==> src/rtl/handshake_fifo_buffer_pkg.sv <==
// Shared sizing helpers for the handshake FIFO buffer.
// Latency: n/a (package only).
// Backpressure: n/a (package only).
package handshake_fifo_buffer_pkg;

  // Ceiling log2; returns the bit count needed to index n distinct values.
  function automatic int clog2(input int n);
    int r;
    r = 0;
    while ((1 << r) < n) begin
      r = r + 1;
    end
    return r;
  endfunction

  // Widths for the default configuration. Instances that override NUM_SLOTS
  // derive their own widths from clog2 using the same formulas.
  localparam int DEF_NUM_SLOTS = 4;
  localparam int PTR_W         = clog2(DEF_NUM_SLOTS);
  localparam int CNT_W         = clog2(DEF_NUM_SLOTS + 1);

endpackage

==> src/rtl/handshake_fifo_ptr.sv <==
// Wrapping modulo-NUM_SLOTS pointer with advance enable.
// Latency: new value visible the cycle after en_i is sampled high.
// Backpressure: none; the caller gates en_i with its handshake.
module handshake_fifo_ptr
  import handshake_fifo_buffer_pkg::*;
#(
  parameter int NUM_SLOTS = 4,
  parameter int W         = clog2(NUM_SLOTS)
) (
  input  logic         clk_i,
  input  logic         rst_ni,
  input  logic         en_i,
  output logic [W-1:0] ptr_o
);

  logic [W-1:0] ptr_q;
  logic [W-1:0] ptr_d;

  // Next pointer: advance by one, wrapping from the last slot back to 0.
  always_comb begin
    ptr_d = ptr_q;
    if (en_i) begin
      ptr_d = (ptr_q == W'(NUM_SLOTS - 1)) ? '0 : ptr_q + W'(1);
    end
  end

  // Pointer register, cleared by reset.
  always_ff @(posedge clk_i or negedge rst_ni) begin
    if (!rst_ni) begin
      ptr_q <= '0;
    end else begin
      ptr_q <= ptr_d;
    end
  end

  assign ptr_o = ptr_q;

endmodule

==> src/rtl/handshake_fifo_buffer.sv <==
// Non-transparent elastic FIFO of NUM_SLOTS register slots with valid/ready on both sides.
// Latency: 1 cycle minimum from push edge to outs_valid; no empty bypass.
// Backpressure: ins_ready drops at full (even if popping); outs holds steady while outs_ready is low.
module handshake_fifo_buffer
  import handshake_fifo_buffer_pkg::*;
#(
  parameter int DATA_WIDTH = 32,
  parameter int NUM_SLOTS  = 4
) (
  input  logic                  clk,
  input  logic                  rst,
  input  logic [DATA_WIDTH-1:0] ins,
  input  logic                  ins_valid,
  output logic                  ins_ready,
  output logic [DATA_WIDTH-1:0] outs,
  output logic                  outs_valid,
  input  logic                  outs_ready
);

  // Widths for this instance's depth (package values cover the default depth).
  localparam int PW = clog2(NUM_SLOTS);
  localparam int CW = clog2(NUM_SLOTS + 1);

  logic [DATA_WIDTH-1:0] mem_q [NUM_SLOTS];
  logic [CW-1:0]         count_q;
  logic [CW-1:0]         count_d;
  logic [PW-1:0]         wr_ptr;
  logic [PW-1:0]         rd_ptr;
  logic                  push;
  logic                  pop;

  // Both handshake outputs come from registered count only, so neither side's
  // inputs reach the other side's outputs combinationally.
  assign ins_ready  = (count_q != CW'(NUM_SLOTS));
  assign outs_valid = (count_q != '0);
  assign outs       = mem_q[rd_ptr];

  assign push = ins_valid && ins_ready;
  assign pop  = outs_valid && outs_ready;

  handshake_fifo_ptr #(
    .NUM_SLOTS (NUM_SLOTS),
    .W         (PW)
  ) u_wr_ptr (
    .clk_i  (clk),
    .rst_ni (rst),
    .en_i   (push),
    .ptr_o  (wr_ptr)
  );

  handshake_fifo_ptr #(
    .NUM_SLOTS (NUM_SLOTS),
    .W         (PW)
  ) u_rd_ptr (
    .clk_i  (clk),
    .rst_ni (rst),
    .en_i   (pop),
    .ptr_o  (rd_ptr)
  );

  // Occupancy: up on push-only, down on pop-only, hold otherwise.
  always_comb begin
    count_d = count_q;
    case ({push, pop})
      2'b10:   count_d = count_q + CW'(1);
      2'b01:   count_d = count_q - CW'(1);
      default: count_d = count_q;
    endcase
  end

  // Occupancy register; reset discards everything buffered.
  always_ff @(posedge clk or negedge rst) begin
    if (!rst) begin
      count_q <= '0;
    end else begin
      count_q <= count_d;
    end
  end

  // Slot storage: write the accepted token at wr_ptr; reset zeroes all slots so outs reads 0.
  always_ff @(posedge clk or negedge rst) begin
    if (!rst) begin
      for (int i = 0; i < NUM_SLOTS; i++) begin
        mem_q[i] <= '0;
      end
    end else if (push) begin
      mem_q[wr_ptr] <= ins;
    end
  end

endmodule
==> config.mk <==
export PLATFORM = sky130hd
export DESIGN_NAME = handshake_fifo_buffer
export DESIGN_NICKNAME = d
export VERILOG_FILES = /design/src/rtl/handshake_fifo_buffer_pkg.sv /design/src/rtl/handshake_fifo_ptr.sv /design/src/rtl/handshake_fifo_buffer.sv
export SDC_FILE = /design/constraint.sdc
export NUM_CORES = 1
export LEC_CHECK = 0
export BUFFER_PORTS_ARGS = -buffer_cell sky130_fd_sc_hd__buf_2
export CORE_MARGIN = 1.5
export CORE_UTILIZATION = 29
export DETAILED_ROUTE_END_ITERATION = 7
export GPL_TIMING_DRIVEN = 0
export SLEW_MARGIN = 15
export SYNTH_ARGS = -nofsm -noshare
export SYNTH_HDL_FRONTEND = slang
export SYNTH_SLANG_ARGS = --single-unit
==> constraint.sdc <==
create_clock -name clk -period 3.07 [get_ports clk]
set_input_delay 0.1535 -clock clk [delete_from_list [all_inputs] [get_ports clk]]
set_output_delay 0.1535 -clock clk [all_outputs]
set_load 0.02 [all_outputs]
==> results of run 1 <==
==> registers in the layout, indices dropped and copies added (netlist names) <==
register and count:
mem_q 128, count_q 3, u_rd_ptr.ptr_o 2, u_wr_ptr.ptr_o 2
==> report_power, final <==
| part | total (uW) | internal [uW] | leakage [uW] | switching (uW) |
|---|---|---|---|---|
| logic | 4660 | 2710 | 0.00170 | 1950 |
| clock network | 2220 | 1460 | 0.000310 | 763 |
| registers | 3220 | 2710 | 0.00160 | 510 |
| total | 10100 | 6880 | 0.00361 | 3230 |
==> worst reg2reg max path, stage by stage (launching register included) <==
cell and delay, ps:
dfrtp_1 410, or3b_1 380, buf_6 140, nand2_1 120, ha_1 210, inv_1 70, fa_1 380, xor2_1 150
nor2_1 110, xor2_1 150
==> layout by cell type (no fill, tap or decap) <==
master / instances
and3_4: 4
buf_1: 1
buf_12: 12
buf_16: 1
buf_2: 71
buf_6: 6
bufinv_16: 5
clkbuf_1: 6
clkbuf_16: 17
clkbuf_8: 1
clkinv_2: 3
clkinv_4: 1
clkinvlp_4: 2
dfrtp_1: 135
diode_2: 2
dlygate4sd3_1: 8
fa_1: 1
ha_1: 6
inv_1: 6
inv_6: 1
mux2_2: 12
mux2_4: 120
mux2i_1: 1
mux4_2: 32
nand2_1: 2
nor2_1: 3
or3_2: 1
or3b_1: 1
xnor2_1: 1
xor2_1: 2
==> path summary, 6_finish.rpt <==
path                                    from  slack [ps]  cells past startpoint         end
setup / recovery           u_rd_ptr.ptr_o[0]         490                      4     outs[8]
hold / removal                       ins[28]          20                      2   mem_q[28]
setup reg to reg                  count_q[0]         870                      9  count_q[2]
hold reg to reg                   count_q[2]         490                      1  count_q[2]
max in group asynchronous                rst        2030                      3   mem_q[53]
min in group asynchronous                rst         270                      2  mem_q[100]
==> stage by stage <==
stage	util, %	area, um2
4_1_cts	35.8	8060
2_1_floorplan	-	6600
5_1_grt	35.8	8060
3_3_place_gp	32.4	7300
6_report	35.8	8070
3_5_place_dp	32.6	7340
==> area by class of cell <==
| class | count | area, um2 | area share, % |
|---|---|---|---|
| antenna | 2 | 5.00 | 0.0621 |
| buffer | 25 | 330 | 4.10 |
| clock buffer | 20 | 447 | 5.54 |
| clock inverter | 12 | 198 | 2.45 |
| inverter | 6 | 22.5 | 0.279 |
| multi-input combinational | 186 | 2870 | 35.6 |
| sequential | 135 | 3380 | 41.9 |
| tap | 285 | 357 | 4.42 |
| timing repair buffer | 78 | 459 | 5.69 |
==> kinds of logic after synthesis <==
kind of cell	count (synthesis)	share of synthesized area, %
xor+xnor	3	0.398
flops	135	51.2
fa+ha+maj	7	1.44
mux	165	40.4
buf+inv	31	5.35
simple gates	11	1.21
==> layer usage <==
layer,wire (um),vias to the layer above,share of wire (%)
li1,-,1486,-
met1,6200,1787,45
met2,6590,56,48
met3,591,17,4.3
met4,218,4,1.6
met5,27,-,0.20
==> repair_timing <==
action / in CTS / in global routing
hold endpoints to repair: 74 / 0
hold buffers: 8 / 0
endpoints found under the setup margin: 0 / 0
==> metrics.txt, run 1 <==
register area share after synthesis 51.2%; GRT Residual Overflow 0; fin crit period around 2600 ps; setup tns final 0 ps; largest net degree at the start of global routing slightly below 80; via/cell ratio between 4 and 5; Worst Hold Class input pin to flop; worst vdd ir roughly 0.00039 V; worst-skew pair later-pin latency 420 ps; Worst-Margin Slew slightly below 700 ps; clock sink count 135; Placed Instances slightly above 700; Die Ht approximately 150 um; Post-CTS Setup Bufs 0; Crit Path Class flop to primary output; average size of a mapped cell 18.8 um2; initial antenna violation count 4; Most Crowded Layer GR met2; Netlist Area Pre-Place roughly 6600 um2; Critical Path End Type primary output; crit-path max cell delay slightly below 600 ps; M3 GR Usage about 3.8%; vias in the first global route slightly below 4000; Routed Antenna Nets 0; Worst Path Arrival 2420 ps; top cells by count, synth 135 x dfrtp_1, 120 x mux2_4, 32 x mux4_2; Hold WS 16.6 ps; final WL 13600 um; Max Slew Vio Count 0; nets between 400 and 500; io pins 70; worst-path fanout max 10; GRT Total Usage between 10% and 20%; vias post-DR roughly 3400; CP cell instances clkbuf_1 -> buf_2 -> mux4_2 -> buf_2; CP Launch Type flop; worst rel slew slack 53.6%; share of layout cells above drive strength 1 62.6%; H-tree depth 4; WP buf/inv 3; period utilization between 80% and 90%; top_reg_cell synth dfrtp_1; final hold violations 0; WL/cell about 18 um; clock-pin slew on the worst setup and hold paths around 60 ps; post-synthesis cell type count 20; Slowest cell on crit path mux4_2; # rows 55; Critical Path Most Common Cell buf_2; WP data required between 2000 and 3000 ps; Die X 154 um; die area about 24000 um2; first-pass GRT wire length ~23000 um; Initial Util approximately 30%; PD cells approximately 1300 nW/um2; RSZ-0062 raised after global routing false; GP Congestion between 0.7 and 0.8; Finished Layout Cells around 750; Num CTS Buffers 17; Post-DP HPWL 9230 um; CORE AREA ~23000 um2; Synth Instances roughly 350; Yosys reg bits approximately 140; synth top area cells dfrtp_1 51%, mux2_4 27%, mux4_2 11%, buf_12 3.6%, mux2_2 2.0%; DRC Markers 0; Mapped Nets roughly 400; leakage power around 0.0036 uW; PortBufs 69; status finished, final reports clean; Worst Slack Setup Final 494 ps; met2 global-route usage 20.0%; asr flop ratio synth 100%; count leader, synth dfrtp_1; final setup vio count 0; fmax around 390 MHz; clk root buf clkbuf_16; Setup WS pre-CTS 856 ps; met1 GRT Util about 16%; area grow syn2layout 22.2%; CP delay by family, top buffers and inverters; DR iter-0 viols roughly 120; total number of yosys warnings 0; Gates resized, CTS repair 0; clk buf depth 2; Clock Skews 7.60 ps; maxcap violations 0; CTS tree done; EDFF count, synth 0; DR pass1 iterations 4; Yosys top cell by area dfrtp_1; Synth top area share a little over 50%; # fillers a little over 2000; Pwr Total between 10000 and 15000 uW
(Power assumes the default switching activity.)
==> inputs of run 2 (changes only) <==
- ABC_AREA: unset -> 1
- clock period: 3.07 -> 2.3 ns (I/O delays scaled with it)
==> metrics.txt, run 2 <==
status finished, final reports clean; Mapped Nets between 900 and 1000; synth top area cells dfrtp_1 49%, nand2_1 18%, nand4_1 12%, inv_1 4.0%, o211ai_1 3.5%; Routed Antenna Nets 0; Initial Util 29.5%; register bank with the most flops mem_q; CORE AREA approximately 23000 um2; Die Ht 157 um; final hold violations 0; PortBufs 68; final core utilization approximately 37%; Yosys reg bits 135; Reg2Reg Depth 11; crit-path max cell delay around 480 ps; Yosys top cell by area dfrtp_1; Num CTS Buffers 17; GP Congestion 0.787; WL/cell 16.8 um; RSZ-0062 raised after global routing false; Finished Layout Cells between 1000 and 1500; count leader, synth nand2_1; CP cell instances buf_2 -> clkbuf_1 -> o211ai_1 -> nand2_1 -> buf_2; worst-skew pair later-pin latency approximately 430 ps; Max Slew Vio Count 0; Netlist Area Pre-Place a little under 7000 um2; GRT Residual Overflow 0; Area after DPL between 7000 and 8000 um2; routed wl met3 roughly 990 um; Synth top area share about half; die area roughly 25000 um2; largest registers mem_q (128), count_q (3); fmax ~460 MHz; flop-to-flop setup slack ~220 ps; Die X around 160 um; CP Launch Type flop; Worst-Margin Slew 691 ps; vias in the first global route roughly 6300; first-pass GRT wire length about 36000 um; worst vdd ir 0.000621 V; register area share after synthesis 49.0%; final WL about 22000 um; clock sink count around 140; top cells by count, synth 334 x nand2_1, 135 x dfrtp_1, 129 x nand4_1; nets just over 1000; area grow syn2layout 24.6%; post-synthesis cell type count 22; maxcap violations 0; worst-path fanout max 10; leakage power about 0.0045 uW; top_reg_cell synth dfrtp_1; Worst Hold Class input pin to flop; Setup WS pre-CTS approximately 150 ps; largest net degree at the start of global routing 76; average size of a mapped cell ~8 um2; EDFF count, synth 0; fin crit period approximately 2200 ps; M1 WL ~10000 um; initial antenna violation count 0; # rows 56; DR pass1 iterations 5; via/cell ratio between 4 and 5; fin area roughly 8600 um2; Synth Instances approximately 870; Ant. Diodes 0; final setup vio count 0; PD cells 1500 nW/um2; H-tree depth 4; hold path depth 4; Post-DP HPWL approximately 15000 um; asr flop ratio synth between 90% and 100%; number of flip-flops in the largest register around 130; period utilization a little over nine tenths; Worst Path Arrival 2070 ps; Critical Path Most Common Cell buf_2; GRT Total Usage roughly a fifth; Critical Path End Type primary output; Placed Instances approximately 1300; DR iter-0 viols 553; worst rel slew slack a little over half; uppermost layer routed met4; clk root buf clkbuf_16; most common cell after layout, fill and taps aside nand2_1; vias post-DR about 6500; commonest non-fill, non-tap cells in the layout 333 x nand2_1, 135 x dfrtp_1, 129 x nand4_1; clk buf depth 2; Slowest cell on crit path clkbuf_1; share of layout cells above drive strength 1 between 10% and 20%; CTS tree done; Clock Skews 5.92 ps; clock-pin slew on the worst setup and hold paths ~60 ps; DRC Markers 0; Worst Slack Setup Final roughly 110 ps; wire length on met2 about 10000 um; io pins 70; Crit Path Class flop to primary output; total number of yosys warnings 0; WP data required approximately 2200 ps
-- run 2: changes by cell type after synthesis, sizes merged, moves of 35 or more --
cell	change
nand2	+333
inv	+67
mux2	-132
nand4	+129
o21ai	+35
buf	+38
-- run 2: cell type report --
cell class                 count  area, um2
clock buffer                  24        482
timing repair buffer         103        718
clock inverter                 8       96.3
fill                        2514      14800
buffer                        78        424
inverter                      73        274
sequential                   135       3380
multi-input combinational    581       2830
tap                          319        399
-- run 2: repair_timing --
item,in CTS,in global routing
hold endpoints to repair,180,0
setup endpoints to repair,0,2
setup buffers,0,0
hold buffers,34,0
gates resized for setup,0,3
-- run 2: cells by family after synthesis --
kind of cell             synth area share [%]
buffers and inverters                    10.1
AND/OR/NAND/NOR                          31.1
adder cells (fa/ha/maj)                  1.38
AO/OA/AOI/OAI                            8.34
flip-flops                               49.0
XOR/XNOR                                0.127
-- run 2: worst max-delay path: cells and delay by family (launching register included) --
| kind | cells | cell delay (ps) |
|---|---|---|
| flops | 1 | 360 |
| compound gates | 1 | 230 |
| buf+inv | 3 | 930 |
| simple gates | 1 | 130 |
-- run 2: metrics by stage --
stage	power, uW	hold WS (ps)	setup TNS, ps
global placement	10100	390	-128570
global route	13900	122	0
CTS	13000	92.5	0
detailed placement	10200	94.6	0
finish	12900	99.7	0
floorplan	8110	-181	0
-- run 2: final timing paths --
path | startpoint | end
setup / recovery | u_rd_ptr.ptr_o[1] | outs[16]
hold / removal | ins_valid | mem_q[31]
setup reg to reg | count_q[1] | count_q[2]
hold reg to reg | mem_q[122] | mem_q[122]
max in group asynchronous | rst | mem_q[83]
min in group asynchronous | rst | mem_q[67]
-- run 2: power by group --
part	total (uW)	switching (uW)	internal, uW
clock	2720	1040	1670
combinational	6130	4160	1970
sequential	4060	583	3470
-- run 2: per-layer routing --
metal	GRT usage (%)	up-vias
li1	-	3140
met1	26.2	3117
met2	29.9	158
met3	3.25	35
met4	7.32	0
met5	0	-
==> inputs of run 3 (changes only) <==
- REMOVE_ABC_BUFFERS: unset -> 1
==> metrics.txt, run 3 (same netlist as run 2, synthesis figures left out) <==
worst-skew pair later-pin latency 420 ps; fin area 8430 um2; Ant. Diodes 0; vias in the first global route a little under 6000; Reg area 3390 um2; share of layout cells above drive strength 1 13.0%; Initial Util between 20% and 30%; Slowest cell on crit path dfrtp_1; clock sink count between 100 and 150; Routed Antenna Nets 0; vias post-DR approximately 6100; multi-input logic area around 2900 um2; worst rel slew slack 46.4%; final hold violations 0; nets 967; leakage power 0.00430 uW; number of flip-flops in the largest register ~130; Die X 157 um; WL/cell 15.7 um; Critical Path End Type flop; Max Slew Vio Count 0; fin crit period ~2100 ps; DRC Markers 0; initial antenna violation count 1; largest net degree at the start of global routing 96; fmax 471 MHz; PD cells ~1500 nW/um2; Critical Path Most Common Cell nand2_1; worst-path fanout max 34; GP Congestion about 0.66; H-tree depth 4; largest registers mem_q (128), count_q (3); # rows 56; io pins 70; Worst Path Arrival between 2000 and 2500 ps; Post-DP HPWL 10200 um; PortBufs a little under 70; via/cell ratio approximately 4.9; period utilization between 90 and 100%; first-pass GRT wire length about 32000 um; register bank with the most flops mem_q; DR pass1 iterations 4; final setup vio count 0; Clock Skews between 6 and 7 ps; Num CTS Buffers 17; die area 24700 um2; most common cell after layout, fill and taps aside nand2_1; Die Ht 157 um; RSZ-0062 raised after global routing false; Worst Hold Class input pin to flop; WP data required roughly 2600 ps; clk root buf clkbuf_16; maxcap violations 0; area grow syn2layout 22.2%; final WL between 15000 and 20000 um; # fillers approximately 2500; Worst-Margin Slew between 800 and 900 ps; GRT Residual Overflow 0; CTS tree done; commonest non-fill, non-tap cells in the layout 333 x nand2_1, 132 x dfrtp_1, 129 x nand4_1; Crit. Startpoint count_q[0]; DR iter-0 viols between 400 and 500; worst vdd ir slightly above 0.0007 V; CP cell instances nor2_4 -> nand2_8 -> nand2_2 -> ha_1 -> inv_1 -> fa_1 -> nand2_1 -> nand3_1 -> nand2_1 -> nand2_1; CORE AREA approximately 23000 um2; GRT Total Usage between 10% and 20%; R2R Path Start count_q[0]; crit-path max cell delay 430 ps; CP Launch Type flop; clk buf depth 2; clock-pin slew on the worst setup and hold paths 60 ps; Hold Startpoint ins_valid; Crit Path Class flop to flop; final core utilization a little over a third; Area after DPL about 7500 um2; status finished, final reports clean
## run 3: routing by layer
metal	up-vias	GRT usage (%)	part of all wire, %
met5	-	0	0.061
met4	2	5.08	0.96
met3	17	3.39	5.7
met2	146	26.2	48
met1	2958	22.5	45
li1	3013	-	-
## run 3: area by class of cell
cell class	instances	area share, %
multi-input combinational	583	34.4
sequential	135	40.2
inverter	73	3.25
timing repair buffer	114	11.2
clock buffer	27	5.96
tap	319	4.73
clock inverter	4	0.237
## run 3: worst paths after layout
kind	to	slack (ps)	cells past startpoint
setup / recovery	count_q[2]	180	10
hold / removal	mem_q[99]	140	3
setup reg to reg	count_q[2]	180	10
hold reg to reg	mem_q[126]	460	2
max in group asynchronous	u_rd_ptr.ptr_o[1]	1300	3
min in group asynchronous	mem_q[92]	190	2
## run 3: critical path, delay by kind of cell (launching register included)
| family | cells | cell delay, ps |
|---|---|---|
| buf+inv | 1 | 70 |
| flops | 1 | 430 |
| simple gates | 7 | 930 |
| fa+ha+maj | 2 | 580 |
## run 3: stage by stage
| stage | setup TNS [ps] | std cells | worst slack [ps] | hold WS [ps] | power (uW) |
|---|---|---|---|---|---|
| after floorplan | -14990 | 789 | -510 | -181 | 7720 |
| after global placement | -378560 | 1177 | -1800 | 366 | 9350 |
| after detailed placement | -25050 | 1185 | -327 | 27.4 | 9940 |
| after CTS | 0 | 1252 | 27.2 | 127 | 12600 |
| after global routing | 0 | 1255 | 14.5 | 144 | 13600 |
| final | 0 | 1255 | 177 | 142 | 12600 |
## run 3: where the power goes
group / leakage [uW] / switching (uW) / total [uW] / internal [uW]
registers: 0.00169 / 732 / 4220 / 3480
logic: 0.00235 / 3890 / 5910 / 2010
clock network: 0.000261 / 970 / 2450 / 1480
total: 0.00430 / 5600 / 12600 / 6980
## run 3: timing repair
| action | 4_1_cts | 5_1_grt |
|---|---|---|
| pin swaps | 1 | 1 |
| setup endpoints to repair | 130 | 17 |
| resized for setup | 4 | 3 |
| hold buffers | 34 | 0 |
| cloned | 2 | 0 |
| hold endpoints to repair | 168 | 0 |
| setup buffers | 0 | 3 |
